$ cat src/rtl/change_arb_if.sv
// Handshake bundle between payout requesters, the arbiter and the change dispenser.
// The arbiter attaches through the slave modport.
interface change_arb_if #(
  parameter int NREQ  = 3,
  parameter int AMT_W = 10
);
  logic [NREQ-1:0]       req;
  logic [NREQ*AMT_W-1:0] req_amount;
  logic [NREQ-1:0]       ack;
  logic [NREQ-1:0]       done;
  logic                  disp_go;
  logic [AMT_W-1:0]      disp_change;
  logic                  disp_done;
  logic                  busy;
  logic [1:0]            grant_id;
  logic                  timeout_err;

  modport master (
    output req, req_amount, disp_done,
    input  ack, done, disp_go, disp_change,
    input  busy, grant_id, timeout_err
  );

  modport slave (
    input  req, req_amount, disp_done,
    output ack, done, disp_go, disp_change,
    output busy, grant_id, timeout_err
  );
endinterface

$ cat src/rtl/change_dispense_arbiter.sv
// Round-robin arbiter sharing one change dispenser between payout requesters.
// Optional WAIT watchdog enabled by defining CHANGE_ARB_TIMEOUT_EN.
module change_dispense_arbiter #(
  parameter int NREQ           = 3,
  parameter int AMT_W          = 10,
  parameter int GAP_CYCLES     = 4,
  parameter int TIMEOUT_CYCLES = 1024
) (
  input logic         clk,
  input logic         reset,
  change_arb_if.slave bus
);

  localparam int GW = (GAP_CYCLES > 1) ? $clog2(GAP_CYCLES) : 1;
  localparam logic [GW-1:0] GAP_LAST =
    GW'((GAP_CYCLES > 0) ? GAP_CYCLES - 1 : 0);

  if (NREQ < 2 || NREQ > 4 || TIMEOUT_CYCLES < 1) begin : g_bad_cfg
    $error("change_dispense_arbiter: bad parameters");
  end

  typedef enum logic [1:0] {
    S_IDLE, S_LOAD, S_WAIT, S_GAP
  } state_t;

  state_t           state_q;
  logic [NREQ-1:0]  ack_q;
  logic [NREQ-1:0]  done_q;
  logic             go_q;
  logic [AMT_W-1:0] chg_q;
  logic             busy_q;
  logic [1:0]       grant_q;
  logic [1:0]       rr_q;
  logic [GW-1:0]    gap_q;

  logic             pick_vld_d;
  logic [1:0]       pick_d;
  logic [AMT_W-1:0] amt_d;
  logic [1:0]       rr_d;
  logic             tmo_hit;
  logic             fin_d;

  // First asserted request at or after the rr pointer, wrapping mod NREQ
  always_comb begin
    logic [2:0] j;
    j          = '0;
    pick_vld_d = 1'b0;
    pick_d     = '0;
    for (int k = NREQ - 1; k >= 0; k--) begin
      j = 3'(rr_q) + 3'(k);
      if (j >= 3'(NREQ)) j = j - 3'(NREQ);
      if (bus.req[j[1:0]]) begin
        pick_vld_d = 1'b1;
        pick_d     = j[1:0];
      end
    end
    amt_d = bus.req_amount[int'(pick_d)*AMT_W +: AMT_W];
  end

  assign rr_d = (grant_q == 2'(NREQ - 1)) ? 2'd0 : grant_q + 2'd1;

`ifdef CHANGE_ARB_TIMEOUT_EN
  localparam int TW = $clog2(TIMEOUT_CYCLES + 1);
  logic [TW-1:0] tmo_q;
  logic          terr_q;

  assign tmo_hit = (state_q == S_WAIT) && !bus.disp_done &&
                   (tmo_q == TW'(TIMEOUT_CYCLES - 1));

  always_ff @(posedge clk) begin
    if (reset) begin
      tmo_q  <= '0;
      terr_q <= 1'b0;
    end else begin
      if (state_q == S_LOAD) tmo_q <= '0;
      else if (state_q == S_WAIT) tmo_q <= tmo_q + TW'(1);
      if (tmo_hit) terr_q <= 1'b1;
    end
  end

  assign bus.timeout_err = terr_q;
`else
  assign tmo_hit         = 1'b0;
  assign bus.timeout_err = 1'b0;
`endif

  // Payout ends: zero amount leaves LOAD, or WAIT sees completion/timeout
  assign fin_d = ((state_q == S_LOAD) && (chg_q == '0)) ||
                 ((state_q == S_WAIT) && (bus.disp_done || tmo_hit));

  always_ff @(posedge clk) begin
    if (reset) begin
      state_q <= S_IDLE;
      ack_q   <= '0;
      done_q  <= '0;
      go_q    <= 1'b0;
      chg_q   <= '0;
      busy_q  <= 1'b0;
      grant_q <= '0;
      rr_q    <= '0;
      gap_q   <= '0;
    end else begin
      ack_q  <= '0;
      done_q <= '0;
      go_q   <= 1'b0;
      unique case (state_q)
        S_IDLE: begin
          if (pick_vld_d) begin
            grant_q        <= pick_d;
            chg_q          <= amt_d;
            ack_q[pick_d]  <= 1'b1;
            go_q           <= |amt_d;
            busy_q         <= 1'b1;
            state_q        <= S_LOAD;
          end
        end
        S_LOAD: begin
          if (chg_q != '0) state_q <= S_WAIT;
        end
        S_WAIT: ;
        S_GAP: begin
          if (gap_q == GAP_LAST) begin
            state_q <= S_IDLE;
            busy_q  <= 1'b0;
          end else begin
            gap_q <= gap_q + GW'(1);
          end
        end
        default: state_q <= S_IDLE;
      endcase
      if (fin_d) begin
        done_q[grant_q] <= 1'b1;
        rr_q            <= rr_d;
        gap_q           <= '0;
        if (GAP_CYCLES == 0) begin
          state_q <= S_IDLE;
          busy_q  <= 1'b0;
        end else begin
          state_q <= S_GAP;
        end
      end
    end
  end

  assign bus.ack         = ack_q;
  assign bus.done        = done_q;
  assign bus.disp_go     = go_q;
  assign bus.disp_change = chg_q;
  assign bus.busy        = busy_q;
  assign bus.grant_id    = grant_q;

endmodule

$ cat src/flat_wrapper.sv
// flat-port wrapper written by rule: the top's interface ports become plain ports
module change_dispense_arbiter_flat 
#(
  parameter int NREQ           = 3,
  parameter int AMT_W          = 10,
  parameter int GAP_CYCLES     = 4,
  parameter int TIMEOUT_CYCLES = 1024
)
  (clk, reset, bus_req, bus_req_amount, bus_disp_done, bus_ack, bus_done, bus_disp_go, bus_disp_change, bus_busy, bus_grant_id, bus_timeout_err);
  change_arb_if #(.NREQ(NREQ), .AMT_W(AMT_W)) bus_i ();
  input logic clk;
  input logic reset;
  input wire logic [$bits(bus_i.req)-1:0] bus_req;
  input wire logic [$bits(bus_i.req_amount)-1:0] bus_req_amount;
  input wire logic [$bits(bus_i.disp_done)-1:0] bus_disp_done;
  output wire logic [$bits(bus_i.ack)-1:0] bus_ack;
  output wire logic [$bits(bus_i.done)-1:0] bus_done;
  output wire logic [$bits(bus_i.disp_go)-1:0] bus_disp_go;
  output wire logic [$bits(bus_i.disp_change)-1:0] bus_disp_change;
  output wire logic [$bits(bus_i.busy)-1:0] bus_busy;
  output wire logic [$bits(bus_i.grant_id)-1:0] bus_grant_id;
  output wire logic [$bits(bus_i.timeout_err)-1:0] bus_timeout_err;
  assign bus_i.req = bus_req;
  assign bus_i.req_amount = bus_req_amount;
  assign bus_i.disp_done = bus_disp_done;
  assign bus_ack = bus_i.ack;
  assign bus_done = bus_i.done;
  assign bus_disp_go = bus_i.disp_go;
  assign bus_disp_change = bus_i.disp_change;
  assign bus_busy = bus_i.busy;
  assign bus_grant_id = bus_i.grant_id;
  assign bus_timeout_err = bus_i.timeout_err;
  change_dispense_arbiter #(.NREQ(NREQ), .AMT_W(AMT_W), .GAP_CYCLES(GAP_CYCLES), .TIMEOUT_CYCLES(TIMEOUT_CYCLES)) u_core (.clk(clk), .reset(reset), .bus(bus_i));
endmodule
$ cat config.mk
export PLATFORM = sky130hd
export DESIGN_NAME = change_dispense_arbiter_flat
export DESIGN_NICKNAME = d
export VERILOG_FILES = /design/src/rtl/change_arb_if.sv /design/src/rtl/change_dispense_arbiter.sv /design/src/flat_wrapper.sv
export SDC_FILE = /design/constraint.sdc
export NUM_CORES = 1
export LEC_CHECK = 0
export CAP_MARGIN = 20
export CORE_MARGIN = 2
export CORE_UTILIZATION = 25
export CTS_CLUSTER_SIZE = 24
export DETAILED_ROUTE_END_ITERATION = 10
export HOLD_SLACK_MARGIN = 0.02
export PLACE_DENSITY = 0.58
export SKIP_LAST_GASP = 1
export SLEW_MARGIN = 20
export SYNTH_ARGS = -nofsm -noshare
export SYNTH_HDL_FRONTEND = slang
export SYNTH_SLANG_ARGS = --single-unit
$ cat constraint.sdc
create_clock -name clk -period 6.8 [get_ports clk]
set_clock_uncertainty 0.2 [all_clocks]
set_input_delay 2.04 -clock clk [delete_from_list [all_inputs] [get_ports clk]]
set_output_delay 2.04 -clock clk [all_outputs]
set_load 0.05 [all_outputs]
Yosys cells after proc, flatten, opt, wreduce, memory -nomap -nowiden
Index checks and enable logic that the tools add are counted.
W data, S select, Z words.

word-level totals
  memory bits (writable) = 0
  logic and storage cells = 88
  latch bits = 0
  bits in read-only memories = 0
  output and inout port bits = 21
  flip-flop bits (word level) = 26
  input port bits = 36
  memories = 0

operators by class
  reduce and logical (&&, ||, !) cells = 18
  div/mod/pow operators = 0
  $mul = 1
  magnitude comparators = 10
  bitwise logic cells = 4
  muxes and demuxes = 28
  shifts and indexed selects = 1
  add/subtract/negate cells = 7
  eq/ne operators = 10

operators by type and width
  kind                   count
  $shiftx A30 B32 Y10    1
  $mux W2                11
  $lt A2 B3 Y1 const B   5
  $logic_not A10 Y1      1
  $mux W1                10
  $reduce_bool A10 Y1    1
  $reduce_or A10 Y1      1
  $eq A2 B2 Y1 const B   4
  $bmux W1 S2            3
  $ge A3 B2 Y1 const B   2
  $ne A3 B1 Y1 const B   2
  $pmux W2 S3            1
  $sub A2 B2 Y2 const B  3
  $mul A2 B3 Y5 const B  1
  $add A2 B1 Y2 const B  2
  $demux W1 S2           2
  $ge A2 B1 Y1 const B   2
  $logic_and A1 B1 Y1    4
  $ne A2 B1 Y1 const B   2
  $not A1 Y1             4
  $reduce_and A2 Y1      2
  $reduce_and A4 Y1      1
  $reduce_bool A4 Y1     1
  $reduce_or A2 Y1       2
  other kinds (11)       11

Depth between registers and ports, before layout
Gate-level depths: netlist of run 1.

  word-level depth = 12
  depth in mapped cells = 9
  mapped depth without buffers = 7

Worst setup path after synthesis of run 1
Ideal clock, no wire load.

  kind = input-to-reg
  from = input bus_req[1]
  to = register u_core.chg_q[0] (netlist: u_core.bus.disp_change[0])
  path slack = 3.147 ns
  required time = 6.478 ns
  arrival = 3.331 ns
  stages on the path = 7
  cells stage by stage = buf_6 -> mux2_2 -> and2_4 -> o311a_4 -> buf_6 -> a32oi_1 -> o21ai_1

between the ends
  word-level cells in the longest chain between the ends = 7
  elaborated cells between the ends (all ways) = 15
  those cells by class = mul (1); shift (1); mux (12); reduce/logical (1)

ends and longest elaborated chain
  what                           line                            source
  start, declared                flat_wrapper.sv:13              input wire logic [$bits(bus_i.req)-1:0] bus_req;
  $bmux W1 S2                    change_dispense_arbiter.sv:52   if (bus.req[j[1:0]]) begin
  $mux W1 (implied by the code)  change_dispense_arbiter.sv:52
  $mux W2 (3 in a row)           change_dispense_arbiter.sv:52
  $mul A2 B3 Y5                  change_dispense_arbiter.sv:57   amt_d = bus.req_amount[int'(pick_d)*AMT_W +: AMT_W];
  $shiftx A30 B32 Y10            change_dispense_arbiter.sv:57
  end signal, assigned           change_dispense_arbiter.sv:110  chg_q <= amt_d;
  end, declared                  change_dispense_arbiter.sv:30   logic [AMT_W-1:0] chg_q;

Parallel ways exist; a longest one is shown, timed or not. The select of a mux whose other input is x is not followed.
A chain may end at the register's enable or synchronous reset.

Final worst setup path of run 1
  from = input bus_req[1]
  to = register u_core.grant_q[1] (netlist: u_core.bus.grant_id[1])

between the ends
  word-level cells in the longest chain between the ends = 6
  elaborated cells between the ends (all ways) = 13
  those cells by class = mux (12); reduce/logical (1)

ends and longest elaborated chain
  what                                line                            source
  $bmux W1 S2                         change_dispense_arbiter.sv:52
  $mux W1 (implied by the code)       change_dispense_arbiter.sv:52
  $mux W1 (3 in a row)                change_dispense_arbiter.sv:52
  $reduce_and A2 Y1 (no source line)  -
  end signal, assigned                change_dispense_arbiter.sv:109  grant_q <= pick_d;
  end, declared                       change_dispense_arbiter.sv:32   logic [1:0] grant_q;

Parallel ways exist; a longest one is shown, timed or not. The select of a mux whose other input is x is not followed.

==> results of run 1 <==
==> registers in the layout, summed over array words and instances, names as in the netlist <==
signal	flops
u_core.bus.ack	3
u_core.bus.grant_id	2
u_core.gap_q	2
u_core.state_q	2
u_core.bus.disp_change	10
u_core.bus.busy	1
u_core.bus.disp_go	1
u_core.rr_q	2
u_core.bus.done	3
==> routing by layer <==
metal	share of wire	routed length, µm	global-route usage	up-vias
met4	0.0098	44	0.0317	0
met5	0	0	0	-
li1	-	-	-	777
met1	0.48	2160	0.169	753
met2	0.47	2090	0.199	46
met3	0.040	181	0.0183	4
==> cell families (layout without fill, tap and decap cells) <==
group / count (synthesis) / in the layout / synth area share
fa+ha+maj: 8 / 8 / 0.0596
compound gates: 49 / 49 / 0.243
simple gates: 60 / 60 / 0.208
xor+xnor: 1 / 1 / 0.00521
flops: 26 / 26 / 0.310
other cells: 1 / 1 / 0.00223
buf+inv: 20 / 65 / 0.0707
mux: 17 / 17 / 0.102
==> synthesized netlist by cell type (all sizes together) (7+ instances only) <==
cell | count | area share
a32oi | 11 | 0.057
buf | 9 | 0.046
dfxtp | 26 | 0.31
ha | 8 | 0.060
inv | 7 | 0.016
mux2i | 16 | 0.095
nand2 | 9 | 0.020
nor2b | 14 | 0.052
nor3 | 8 | 0.024
nor4 | 8 | 0.030
o21ai | 12 | 0.042
==> power by group <==
group / switching, W / total, W / internal, W
sequential: 0.0000360 / 0.000235 / 0.000199
combinational: 0.000313 / 0.000509 / 0.000196
clock: 0.0000470 / 0.0000866 / 0.0000396
==> through the flow <==
stage | cells | hold WS, ns | setup slack (ns) | power, W
after floorplan | 182 | 0.249 | 3.15 | 0.000611
after global routing | 304 | 0.313 | 2.26 | 0.000889
after CTS | 304 | 0.265 | 2.49 | 0.000834
after detailed placement | 301 | 0.253 | 2.22 | 0.000746
after global placement | 301 | 0.250 | 2.24 | 0.000744
final | 304 | 0.257 | 2.46 | 0.000831
==> worst max-delay path, stage by stage <==
cell	delay, ns
sky130_fd_sc_hd__clkdlybuf4s50_1	0.58
sky130_fd_sc_hd__mux2_2	0.36
sky130_fd_sc_hd__and2_4	0.17
sky130_fd_sc_hd__o31ai_2	0.80
sky130_fd_sc_hd__mux2i_1	0.27
sky130_fd_sc_hd__nor2_1	0.05
==> worst paths after layout <==
kind / startpoint / endpoint / slack, ns / cells past startpoint
setup reg to reg: u_core.rr_q[0]$_SDFFE_PP0P_ / u_core.bus.grant_id[1]$_SDFFE_PP0P_ / 4.01 / 7
hold reg to reg: u_core.bus.busy$_SDFFE_PP0P_ / u_core.bus.busy$_SDFFE_PP0P_ / 0.26 / 2
setup / recovery: bus_req[1] / u_core.bus.grant_id[1]$_SDFFE_PP0P_ / 2.46 / 6
hold / removal: u_core.bus.busy$_SDFFE_PP0P_ / u_core.bus.busy$_SDFFE_PP0P_ / 0.26 / 2
==> cell type report <==
class	instances	area share
Multi-Input combinational cell	136	0.457
Timing Repair Buffer	55	0.242
Sequential cell	26	0.229
Tap cell	77	0.0423
Clock buffer	3	0.0181
Inverter	7	0.0115
==> PnR_summary.wiki, run 1 <==
{| class="wikitable"
! Metric !! Value
|-
| Placed Area || 2230 µm²
|-
| Effective utilization at floorplan || 0.262
|-
| Cts-stage hold buffer count || 0
|-
| Skew-Pair Late Insertion Delay || 0.26 ns
|-
| TritonCTS Buffers || 3
|-
| WL final || 4.48 mm
|-
| Static power due to leakage || 0.846 nW
|-
| Final hold violation count || 0
|-
| GR Overflow Total || 0
|-
| Violation count after the first detailed-route iteration || 34
|-
| Post-layout minimum cycle time || 4.34 ns
|-
| Wire length of the first global-routing pass || 7.25 mm
|-
| CTS tree || done
|-
| Fraction of layout cells with a size suffix above 1 || 0.0661
|-
| Die outline height || 86.0 µm
|-
| Final number of setup-violating endpoints || 0
|-
| Final std cell area, no fill || 2280 µm²
|-
| Number of distinct library cell variants in the gate-level netlist after synthesis || 49
|-
| Register area || 520 µm²
|-
| Async S/R FF share, synth || 0
|-
| Sequential fraction of the synthesis area || 0.310
|-
| Total negative slack || 0 ns
|-
| Worst IR Drop VDD || 207 µV
|-
| Number of flops mapped to enable cells by yosys || 0
|-
| DIE AREA || 7390 µm²
|-
| Number of H-tree branching levels || 1
|-
| Final weighted congestion in routability-driven placement || 0.768
|-
| Path type of the worst min-delay path || flip-flop to flip-flop
|-
| Post-CTS repair timing setup buffer count || 0
|-
| Area of the core region || 6420 µm²
|-
| Syn_nets || 226
|-
| Post-layout nets || 273
|-
| Cell at the root of the clock tree || sky130_fd_sc_hd__clkbuf_8
|-
| Per-instance average area after synthesis || 9.23 µm²
|-
| Residual DRC count || 0
|-
| Kind of capture point of the worst setup path || flip-flop
|-
| Clock transition time at the flip-flop clock pins of the worst setup and hold paths || 0.09 ns
|-
| Total area of multi-input combinational cells || 1040 µm²
|-
| Number of buffers on the longest clock path || 2
|-
| Post-synthesis register bit count || 26
|-
| P per Cell Area || 365 nW/µm²
|-
| Top-level port count || 57
|-
| CP required || 6.73 ns
|-
| Overall global routing resource usage || 0.122
|-
| Router iterations before antenna repair || 4
|-
| Num rows || 29
|-
| Estimated wirelength of the detail-placed design || 3.48 mm
|-
| Maximum number of pins on one net before global-route repair || 22
|-
| Most common cell after layout, fill and taps aside || sky130_fd_sc_hd__clkdlybuf4s50_1
|-
| Max_cap viols || 0
|-
| Horizontal die dimension || 86.0 µm
|-
| Max-slew headroom at the worst pin || 0.378
|-
| Arr. time, crit path || 4.26 ns
|-
| Vias per cell || 5.20
|-
| Measured slew at the worst slew-check pin || 0.928 ns
|-
| Post-layout util || 0.354
|-
| Detail-routed net length per standard cell || 14.8 µm
|-
| Worst-path maximum fanout || 12
|-
| Area growth from synthesis to layout || 35.4%
|-
| FMAX || 231 MHz
|-
| Count of warnings emitted by yosys || 0
|-
| Antenna violations before repair || 0
|-
| Number of max-slew violations in the final report || 0
|-
| Critical path class || input pin to flip-flop
|-
| Layout filler cell count || 655
|-
| Unrepaired setup endpoints after global routing || false
|-
| Cell area after synthesis || 1680 µm²
|-
| Number of standard cells after synthesis || 182
|-
| Final worst path period share || 0.638
|-
| Cells resized by post-CTS repair || 0
|-
| Antenna viol nets, final || 0
|-
| Highest-count cells in the layout ignoring fill and taps || sky130_fd_sc_hd__clkdlybuf4s50_1 (55), sky130_fd_sc_hd__dfxtp_1 (26), sky130_fd_sc_hd__mux2i_1 (16)
|-
| Run status || finished clean
|-
| Number of antenna diodes || 0
|-
| Total number of vias || 1,580
|-
| Via count of the first global-routing pass || 1,532
|-
| CTS sink cnt || 26
|-
| # port buffers || 55
|-
| Top flip-flop cell by instance count after synthesis || sky130_fd_sc_hd__dfxtp_1
|-
| Nature of the critical path startpoint || input pin
|}
(Power assumes the default switching activity.)
==> inputs of run 2 (changes only) <==
PLACE_DENSITY = 0.6   (was 0.58)
clock period = 3.72 ns   (was 6.8 ns; I/O delays follow)
==> run 2 against run 1 <==
Compared with the run above: first-iteration DRC count is 29% higher; flip-flop and latch count did not move; via count increased by 0.19%; final cell count rose by 1.6%; die area is the same; sequential power increased by 83%; total power up 94%.
==> PnR_summary.wiki, run 2 (same netlist as run 1, synthesis figures left out) <==
{| class="wikitable"
! Metric !! Value
|-
| Run status || finished clean
|-
| # port buffers || 55 (unchanged)
|-
| Top-level port count || 57 (unchanged)
|-
| Vias per cell || 5.12 (-1.4%)
|-
| Critical path class || input pin to flip-flop
|-
| Fin Hold WS || 0.260 ns (+0.00370 ns)
|-
| Static power due to leakage || 0.879 nW (+4.0%)
|-
| WL final || 4.47 mm (-0.29%)
|-
| Launch point of the worst path || bus_req[0]
|-
| Num rows || 29 (unchanged)
|-
| Clock transition time at the flip-flop clock pins of the worst setup and hold paths || 0.09 ns (about the same)
|-
| Depth of the most critical reg-to-reg path || 6 (-1)
|-
| Area of the core region || 6420 µm² (unchanged)
|-
| Effective utilization at floorplan || 0.262 (unchanged)
|-
| Die outline height || 86.0 µm (unchanged)
|-
| Worst IR Drop VDD || 437 µV (+110%)
|-
| CTS sink cnt || 26 (unchanged)
|-
| Number of antenna diodes || 0 (unchanged)
|-
| Number of max-slew violations in the final report || 0 (unchanged)
|-
| Skew-Pair Late Insertion Delay || 0.27 ns (about the same)
|-
| Total negative slack || 0 ns (unchanged)
|-
| Max reg flops || 10 (unchanged)
|-
| Wire length of the first global-routing pass || 7.17 mm (-1.1%)
|-
| FMAX || 320 MHz
|-
| Fraction of layout cells with a size suffix above 1 || 0.0862 (+0.0201)
|-
| Highest-count cells in the layout ignoring fill and taps || sky130_fd_sc_hd__clkdlybuf4s50_1 (55), sky130_fd_sc_hd__dfxtp_1 (26), sky130_fd_sc_hd__mux2i_1 (16)
|-
| Residual DRC count || 0 (unchanged)
|-
| CP required || 3.67 ns (-3.06 ns)
|-
| Path type of the worst min-delay path || flip-flop to flip-flop
|-
| P per Cell Area || 690 nW/µm² (+89%)
|-
| Measured slew at the worst slew-check pin || 0.524 ns (-0.403 ns)
|-
| Number of H-tree branching levels || 1 (unchanged)
|-
| Worst Hold Path Cells || 2 (unchanged)
|-
| Detail-routed net length per standard cell || 14.5 µm (-1.9%)
|-
| Final weighted congestion in routability-driven placement || 0.851 (+11%)
|-
| Antenna viol nets, final || 0 (unchanged)
|-
| Nature of the critical path startpoint || input pin
|-
| Total number of vias || 1,583 (+0.19%)
|-
| Estimated wirelength of the detail-placed design || 3.48 mm (+0.14%)
|-
| Maximum number of pins on one net before global-route repair || 21 (-4.5%)
|-
| Final number of setup-violating endpoints || 0 (unchanged)
|-
| Horizontal die dimension || 86.0 µm (unchanged)
|-
| Post-layout nets || 277 (+1.5%)
|-
| GR Overflow Total || 0 (unchanged)
|-
| Overall global routing resource usage || 0.122 (-0.000823)
|-
| Unrepaired setup endpoints after global routing || false
|-
| Final worst path period share || 0.839
|-
| Number of buffers on the longest clock path || 2 (unchanged)
|-
| Max_cap viols || 0 (unchanged)
|-
| Cells resized by post-CTS repair || 0 (unchanged)
|-
| Antenna violations before repair || 0 (unchanged)
|-
| Cell at the root of the clock tree || sky130_fd_sc_hd__clkbuf_8
|-
| Router iterations before antenna repair || 4 (unchanged)
|-
| Kind of capture point of the worst setup path || flip-flop
|-
| Worst-path maximum fanout || 13 (+1)
|-
| Most common cell after layout, fill and taps aside || sky130_fd_sc_hd__clkdlybuf4s50_1
|-
| Area growth from synthesis to layout || 39.0%
|-
| Cts-stage hold buffer count || 0 (unchanged)
|-
| Violation count after the first detailed-route iteration || 44 (+29%)
|-
| Post-CTS repair timing setup buffer count || 0 (unchanged)
|-
| Hold_sp || u_core.bus.busy$_SDFFE_PP0P_
|-
| DIE AREA || 7390 µm² (unchanged)
|-
| Final hold violation count || 0 (unchanged)
|-
| Worst r2r src || u_core.rr_q[1]$_SDFFE_PP0P_
|-
| TritonCTS Buffers || 3 (unchanged)
|-
| Via count of the first global-routing pass || 1,520 (-0.78%)
|-
| CTS tree || done
|-
| Arr. time, crit path || 3.07 ns (-1.19 ns)
|-
| Max-slew headroom at the worst pin || 0.649 (+0.271)
|-
| Post-layout minimum cycle time || 3.12 ns
|}
run 2: cell types whose count changed in the layout (fill, tap and decap cells not counted), sizes merged:
cell    change
bufinv      +1
buf         +4
run 2: power breakdown:
group | switching (W) | internal [W] | total [W]
clock | 0.0000925 | 0.000144 | 0.000237
sequential | 0.0000647 | 0.000364 | 0.000429
combinational | 0.000573 | 0.000373 | 0.000946
run 2: area by class of cell:
class,instances,area [µm²]
fill,626,4090
multi-input combinational,136,1040
timing repair buffer,59,581
sequential,26,520
tap,77,96.3
clock buffer,3,41.3
clock inverter,1,30.0
inverter,7,26.3
run 2: routing by layer:
layer | GRT usage | part of all wire | vias to the layer above | wire length [µm]
li1 | - | - | 789 | -
met1 | 0.163 | 0.46 | 742 | 2040
met2 | 0.201 | 0.48 | 48 | 2150
met3 | 0.0221 | 0.055 | 4 | 246
met4 | 0.0303 | 0.0076 | 0 | 34
met5 | 0 | 0 | - | 0
run 2: worst paths after layout:
| kind | end | slack (ns) |
|---|---|---|
| hold / removal | u_core.bus.busy$_SDFFE_PP0P_ | 0.26 |
| setup reg to reg | u_core.bus.disp_change[1]$_SDFFE_PP0P_ | 1.12 |
| setup / recovery | u_core.bus.disp_change[1]$_SDFFE_PP0P_ | 0.60 |
| hold reg to reg | u_core.bus.busy$_SDFFE_PP0P_ | 0.26 |
run 2: worst max-delay path: stages:
cell and delay [ns]:
sky130_fd_sc_hd__clkdlybuf4s50_1 0.52, sky130_fd_sc_hd__mux2_2 0.33, sky130_fd_sc_hd__and2_4 0.17, sky130_fd_sc_hd__o311a_4 0.43, sky130_fd_sc_hd__nand2b_1 0.35, sky130_fd_sc_hd__o21ai_0 0.15
run 2: metrics by stage:
step                      cell area [µm²]   util  cells  total power [W]  setup slack [ns]
after floorplan                      1680      -    182          0.00112             0.991
after global placement               2260  0.353    305          0.00138             0.354
after detailed placement             2260  0.353    305          0.00138             0.315
after CTS                            2340  0.364    309          0.00162             0.605
after global routing                 2340  0.364    309          0.00171             0.427
final                                2340  0.364    309          0.00161             0.599
==> inputs of run 3 (changes only) <==
clock period = 2.8 ns   (was 3.72 ns; I/O delays follow)
==> run 3 against run 2 <==
Compared with the run above: global-route usage rose by 0.55 points; total power increased by 40%; first-iteration DRC count decreased by 32%; hold slack improved by 0.0041 ns; critical path depth is 1 higher; final area is 5.9% higher; utilization grew 2.1 points; via count grew 3.0%; sequential power rose by 31%; clock-buffer cell count is the same; critical path type unchanged; flip-flop and latch count stayed put; largest power group unchanged.
==> PnR_summary.wiki, run 3 (same netlist as run 1, synthesis figures left out) <==
{| class="wikitable"
! Metric !! Value
|-
| Antenna violations before repair || 0 (unchanged)
|-
| Worst IR Drop VDD || 580 µV (+33%)
|-
| Worst Hold Endpoint || u_core.bus.busy$_SDFFE_PP0P_
|-
| Arr. time, crit path || 2.58 ns (-0.49 ns)
|-
| Max_cap viols || 0 (unchanged)
|-
| CTS tree || done
|-
| Unrepaired setup endpoints after global routing || false
|-
| Final worst path period share || 0.936
|-
| Total power of the final layout || 0.00225 W (+40%)
|-
| Post-CTS repair timing setup buffer count || 0 (unchanged)
|-
| Total area of multi-input combinational cells || 1040 µm² (unchanged)
|-
| Final weighted congestion in routability-driven placement || 0.882 (+3.6%)
|-
| Comb pwr share || 0.611 (+0.024)
|-
| Estimated wirelength of the detail-placed design || 3.69 mm (+5.9%)
|-
| TritonCTS Buffers || 3 (unchanged)
|-
| Die outline height || 86.0 µm (unchanged)
|-
| Area growth from synthesis to layout || 47.2%
|-
| Post-layout minimum cycle time || 2.62 ns
|-
| Detail-routed net length per standard cell || 14.0 µm (-3.2%)
|-
| GR Overflow Total || 0 (unchanged)
|-
| Total number of vias || 1,630 (+3.0%)
|-
| DIE AREA || 7390 µm² (unchanged)
|-
| Worst setup slack after layout || 0.178 ns (-0.420 ns)
|-
| Worst-path maximum fanout || 12 (-1)
|-
| Sequential fraction of design power || 0.250 (-0.016)
|-
| Num rows || 29 (unchanged)
|-
| Hold_sp || u_core.bus.busy$_SDFFE_PP0P_
|-
| Max reg flops || 10 (unchanged)
|-
| Number of antenna diodes || 0 (unchanged)
|-
| Area of the core region || 6420 µm² (unchanged)
|-
| Critical path class || input pin to flip-flop
|-
| CP required || 2.76 ns (-0.91 ns)
|-
| Number of buffers on the longest clock path || 2 (unchanged)
|-
| Reg-to-reg critical path endpoint || u_core.bus.disp_change[1]$_SDFFE_PP0P_
|-
| Maximum number of pins on one net before global-route repair || 16 (-24%)
|-
| Depth of the most critical reg-to-reg path || 7 (+1)
|-
| Buffers and inverters on the worst path || 2 (+1)
|-
| Worst Hold Path Cells || 2 (unchanged)
|-
| Antenna viol nets, final || 0 (unchanged)
|-
| Number of H-tree branching levels || 1 (unchanged)
|-
| Most common cell after layout, fill and taps aside || sky130_fd_sc_hd__clkdlybuf4s50_1
|-
| CTS sink cnt || 26 (unchanged)
|-
| Effective utilization at floorplan || 0.262 (unchanged)
|-
| Highest-count cells in the layout ignoring fill and taps || sky130_fd_sc_hd__clkdlybuf4s50_1 (55), sky130_fd_sc_hd__dfxtp_1 (26), sky130_fd_sc_hd__buf_4 (17)
|-
| Net load switching power || 0.000988 W (+35%)
|-
| Max stage delay cell, worst path || sky130_fd_sc_hd__clkdlybuf4s50_1
|-
| FMAX || 381 MHz
|-
| Post-layout nets || 292 (+5.4%)
|-
| Path type of the worst min-delay path || flip-flop to flip-flop
|-
| Residual DRC count || 0 (unchanged)
|-
| Skew-Pair Late Insertion Delay || 0.27 ns (about the same)
|-
| Top-level port count || 57 (unchanged)
|-
| Violation count after the first detailed-route iteration || 30 (-32%)
|-
| Measured slew at the worst slew-check pin || 0.507 ns (-0.0177 ns)
|-
| Cells resized by post-CTS repair || 0 (unchanged)
|-
| Cell-by-cell listing of the critical path || clkdlybuf4s50_1, mux2_2, and2_4, o311a_4, nand2b_1, buf_4, o21ai_0
|-
| Sw frac || 0.439 (-0.0139)
|-
| Largest stage delay on the critical path || 0.48 ns (-0.04 ns)
|-
| Clock power share || 0.139 (-0.008)
|-
| Vias per cell || 5.03 (-1.8%)
|-
| P per Cell Area || 909 nW/µm² (+32%)
|-
| Cell at the root of the clock tree || sky130_fd_sc_hd__clkbuf_8
|-
| Final number of setup-violating endpoints || 0 (unchanged)
|-
| Gate family responsible for the most delay along the worst path || buffers and inverters
|-
| Clock transition time at the flip-flop clock pins of the worst setup and hold paths || 0.09 ns (about the same)
|-
| Via count of the first global-routing pass || 1,626 (+7.0%)
|-
| Number of max-slew violations in the final report || 0 (unchanged)
|-
| Static power due to leakage || 0.964 nW (+9.6%)
|-
| WL final || 4.54 mm (+1.5%)
|-
| Max-slew headroom at the worst pin || 0.661 (+0.0121)
|-
| Nature of the critical path startpoint || input pin
|-
| Internal || 0.00126 W (+43%)
|-
| Total negative slack || 0 ns (unchanged)
|-
| Register area || 520 µm² (unchanged)
|-
| Cts-stage hold buffer count || 0 (unchanged)
|-
| Wire length of the first global-routing pass || 7.53 mm (+5.0%)
|-
| Kind of capture point of the worst setup path || flip-flop
|-
| Router iterations before antenna repair || 4 (unchanged)
|-
| Layout filler cell count || 627 (+0.16%)
|-
| Final hold violation count || 0 (unchanged)
|-
| Horizontal die dimension || 86.0 µm (unchanged)
|-
| Overall global routing resource usage || 0.127 (+0.00554)
|-
| Worst r2r src || u_core.rr_q[1]$_SDFFE_PP0P_
|-
| Reg-to-reg setup timing slack || 0.36 ns (-0.76 ns)
|-
| Fraction of layout cells with a size suffix above 1 || 0.142 (+0.0555)
|-
| Pre-CTS worst setup slack || -0.101 ns (-0.416 ns)
|-
| # port buffers || 55 (unchanged)
|-
| Run status || finished clean
|}
[run 3: final cells by class]
type | count | share of cell area
clock inverters | 1 | 0.0121
multi-input cells | 136 | 0.421
repair buffers | 74 | 0.290
inverters | 7 | 0.0106
well taps | 77 | 0.0389
flip-flops and latches | 26 | 0.210
clock buffers | 3 | 0.0167
[run 3: power by group through the flow]
stage	Clock [W]	Sequential (W)	Combinational [W]
after global placement	0	0.000576	0.00137
after floorplan	0	0.000860	0.000624
after CTS	0.000321	0.000564	0.00138
after global routing	0.000336	0.000581	0.00148
final	0.000313	0.000563	0.00137
after detailed placement	0	0.000571	0.00137
[run 3: per-stage QoR]
step	std cells	util	hold WS, ns	instance area, µm²
2_1_floorplan	182	-	0.249	1680
3_3_place_gp	320	0.374	0.250	2400
3_5_place_dp	320	0.374	0.256	2400
4_1_cts	324	0.385	0.269	2470
5_1_grt	324	0.385	0.309	2470
6_report	324	0.385	0.265	2470
[run 3: worst max-delay path by stage]
stage | start | end | slack (ns) | cells after the start
finish | bus_req[0] | u_core.bus.disp_change[1]$_SDFFE_PP0P_ | 0.18 | 7
global route | bus_req[1] | u_core.bus.disp_change[1]$_SDFFE_PP0P_ | 0.06 | 8
CTS | bus_req[1] | u_core.state_q[1]$_SDFFE_PP0P_ | 0.18 | 7
detailed placement | bus_req[1] | u_core.state_q[1]$_SDFFE_PP0P_ | -0.10 | 7
global placement | bus_req[0] | u_core.bus.disp_change[1]$_SDFFE_PP0P_ | -0.10 | 7
floorplan | bus_req[1] | u_core.bus.disp_change[0]$_SDFFE_PP0P_ | 0.35 | 7
[run 3: worst reg2reg max path: cells and delay by family (launching register included)]
kind	cells	cell delay [ns]
buffers and inverters	1	0.15
AND/OR/NAND/NOR	2	0.28
AO/OA/AOI/OAI	2	0.52
adder cells (fa/ha/maj)	1	0.39
multiplexers	1	0.40
flip-flops	1	0.40
[run 3: metal layers]
metal | GRT usage | up-vias | part of all wire
met5 | 0 | - | 0
met4 | 0.0317 | 0 | 0.011
met3 | 0.0308 | 5 | 0.060
met2 | 0.206 | 51 | 0.47
met1 | 0.169 | 759 | 0.46
li1 | - | 815 | -
==> variant: new RTL, flow settings as in run 3 <==
Add a define of `CHANGE_ARB_TIMEOUT_EN`.
--- a/src/rtl/change_dispense_arbiter.sv
+++ b/src/rtl/change_dispense_arbiter.sv
@@ -1,5 +1,7 @@
 // Round-robin arbiter sharing one change dispenser between payout requesters.
 // Optional WAIT watchdog enabled by defining CHANGE_ARB_TIMEOUT_EN.
+`define CHANGE_ARB_TIMEOUT_EN
+
 module change_dispense_arbiter #(
   parameter int NREQ           = 3,
   parameter int AMT_W          = 10,
Check against the original RTL: no difference found for any inputs over 10 cycles, from zero or initial values and one cycle with reset high; that may be too few to reach the edited logic, so the function may still have changed.
==> variant against run 3 <==
Synthesized cell count rose by 34%. Cell area rose by 22%. Total power rose by 18%. Sequential cell count rose by 12. Global-route usage rose by 0.53 points. Hold slack got worse by 6.2 ps. Setup slack got worse by 130 ps. Synthesized area rose by 27%. Routed wire length rose by 24%. Non-clock buffer count fell by 1. Via count rose by 23%. Die area rose by 26%. Critical path depth fell by 1. First-iteration DRC count rose to 4.2 times the old value. Critical path type unchanged.
==> variant: results (changes against run 3) <==
Logic synthesis
The fraction of the mapped netlist area in compound gates is 0.179 (-0.0637). The async set-or-reset flop fraction in the synthesized netlist is 0 (unchanged). The gate count of the mapped netlist came to 243 (+34%). Yosys attributes the largest share of cell area to dfxtp_1, nor2_1, ha_1. The net count after synthesis is 288 (+27%).

The number of distinct library cells after synthesis is 52 (+6.1%). The mux cell area share after synthesis is 0.0538 (-0.0482). The sequential cell area fraction in the yosys report came to 0.356 (+0.0460). The fraction of synthesized cell area in xor and xnor cells came to 0.0410 (+0.0357).

By count the netlist is led by dfxtp_1, nor2_1, inv_1. The adder-cell share of the synthesized area is 0.0527 (-0.00691). The count of synthesis-stage warnings from yosys is 0 (unchanged).

Detailed routing
The initial DRC count is 127 (+320%). The number of vias per cell after detailed routing is 4.84 (-3.9%). The met2 routed wirelength is 2.65 mm (+25%). The met1 wire length is 2.65 mm (+27%). The routed wire length per instance is 13.5 um (-3.3%).

The wire length on met3 came to 256 um (-6.2%). The aggregate routed wire length is 5.62 mm (+24%).

Status
The run finished with clean final reports.

Global route
The via count of the first global-routing pass is 1898 (+17%). The total global-route track usage is 0.132 (+0.00531). The pin count of the biggest net entering global routing was 15 (-1). The first-pass GRT wire length came to 9.50 mm (+26%).

Clock tree
The clock tree buffer depth is 2 (unchanged). The clock insertion delay at the later pin of the skew report came to 300 ps (+30 ps). The total clock buffers created by CTS is 5 (+2). The CTS H-tree depth was 2 (+1).

The setup fix buffers added after clock tree synthesis is 0 (unchanged).

Worst hold path
The number of instances on the worst hold path was 2 (unchanged).

Power and ir drop
The largest voltage drop on the vdd net is 0.000243 V (-58%). The static power due to leakage is 1.11 nW (+16%). The cell area power density was 875 mW/mm^2 (-3.7%).

Placement
The final weighted congestion of routability-driven global placement is 0.845 (-4.2%). The worst-case setup slack after placement is -277 ps (-177 ps). The detailed-placement wirelength estimate came to 4.43 mm (+20%). The count of input and output buffers came to 56 (+1.8%). The total instance count after detailed placement was 407 (+27%). The cell area reported after detailed placement is 0.00288 mm^2 (+20%).

Final layout
The number of flip-flops under the largest register name was 11 (+1). The proportion of layout cells with a drive suffix above 1 is 0.135 (-0.00622). The number of filler instances in the final layout came to 862 (+37%). The number of nets in the finished design is 354 (+21%).

STA
The relative max-transition margin is 0.652 (-0.00957).

Critical path
The arrival time of data at the critical path endpoint was 2730 ps (+150 ps).

Floorplanning
The die footprint came to 0.00931 mm^2 (+26%).
## variant: area by class of cell
cell class,instances,area share
inverters,16,0.0199
clock buffers,8,0.0364
well taps,105,0.0435
flip-flops and latches,38,0.252
repair buffers,73,0.232
multi-input cells,175,0.417
## variant: layer usage
metal  vias to the layer above  GRT usage
met1                       943      0.179
met4                         0     0.0563
met2                        49      0.201
met5                         -          0
li1                       1011          -
met3                         4     0.0310
## variant: logic make-up (layout without fill, tap and decap cells)
kind of cell	after synthesis	after routing
mux	11	11
fa+ha+maj	9	9
compound gates	46	46
flops	38	38
simple gates	99	99
xor+xnor	10	10
buf+inv	30	97
## variant: stage by stage
step           TNS [ps]  utilization
6_report              0        0.366
5_1_grt            -176        0.366
4_1_cts               0        0.363
3_5_place_dp      -3440        0.349
3_3_place_gp      -2710        0.349
2_1_floorplan         0            -
## variant: critical path, delay by kind of cell
family / cells / cell delay [ps]
buffers and inverters: 1 / 470
AND/OR/NAND/NOR: 1 / 340
multiplexers: 1 / 300
AO/OA/AOI/OAI: 3 / 790
## variant: path summary, 6_finish.rpt
| check | from | endpoint | slack (ps) |
|---|---|---|---|
| max | bus_req[0] | u_core.bus.disp_change[7] | 50 |
| min | u_core.tmo_q[10] | u_core.tmo_q[10] | 260 |
| max reg2reg | u_core.rr_q[1] | u_core.bus.disp_change[7] | 260 |
| min reg2reg | u_core.tmo_q[10] | u_core.tmo_q[10] | 260 |
## variant: report_power, final
| group | total [W] | switching [W] | internal [W] |
|---|---|---|---|
| registers | 0.000765 | 0.000102 | 0.000663 |
| logic | 0.00143 | 0.000827 | 0.000607 |
| clock network | 0.000447 | 0.000199 | 0.000249 |
| total | 0.00265 | 0.00113 | 0.00152 |
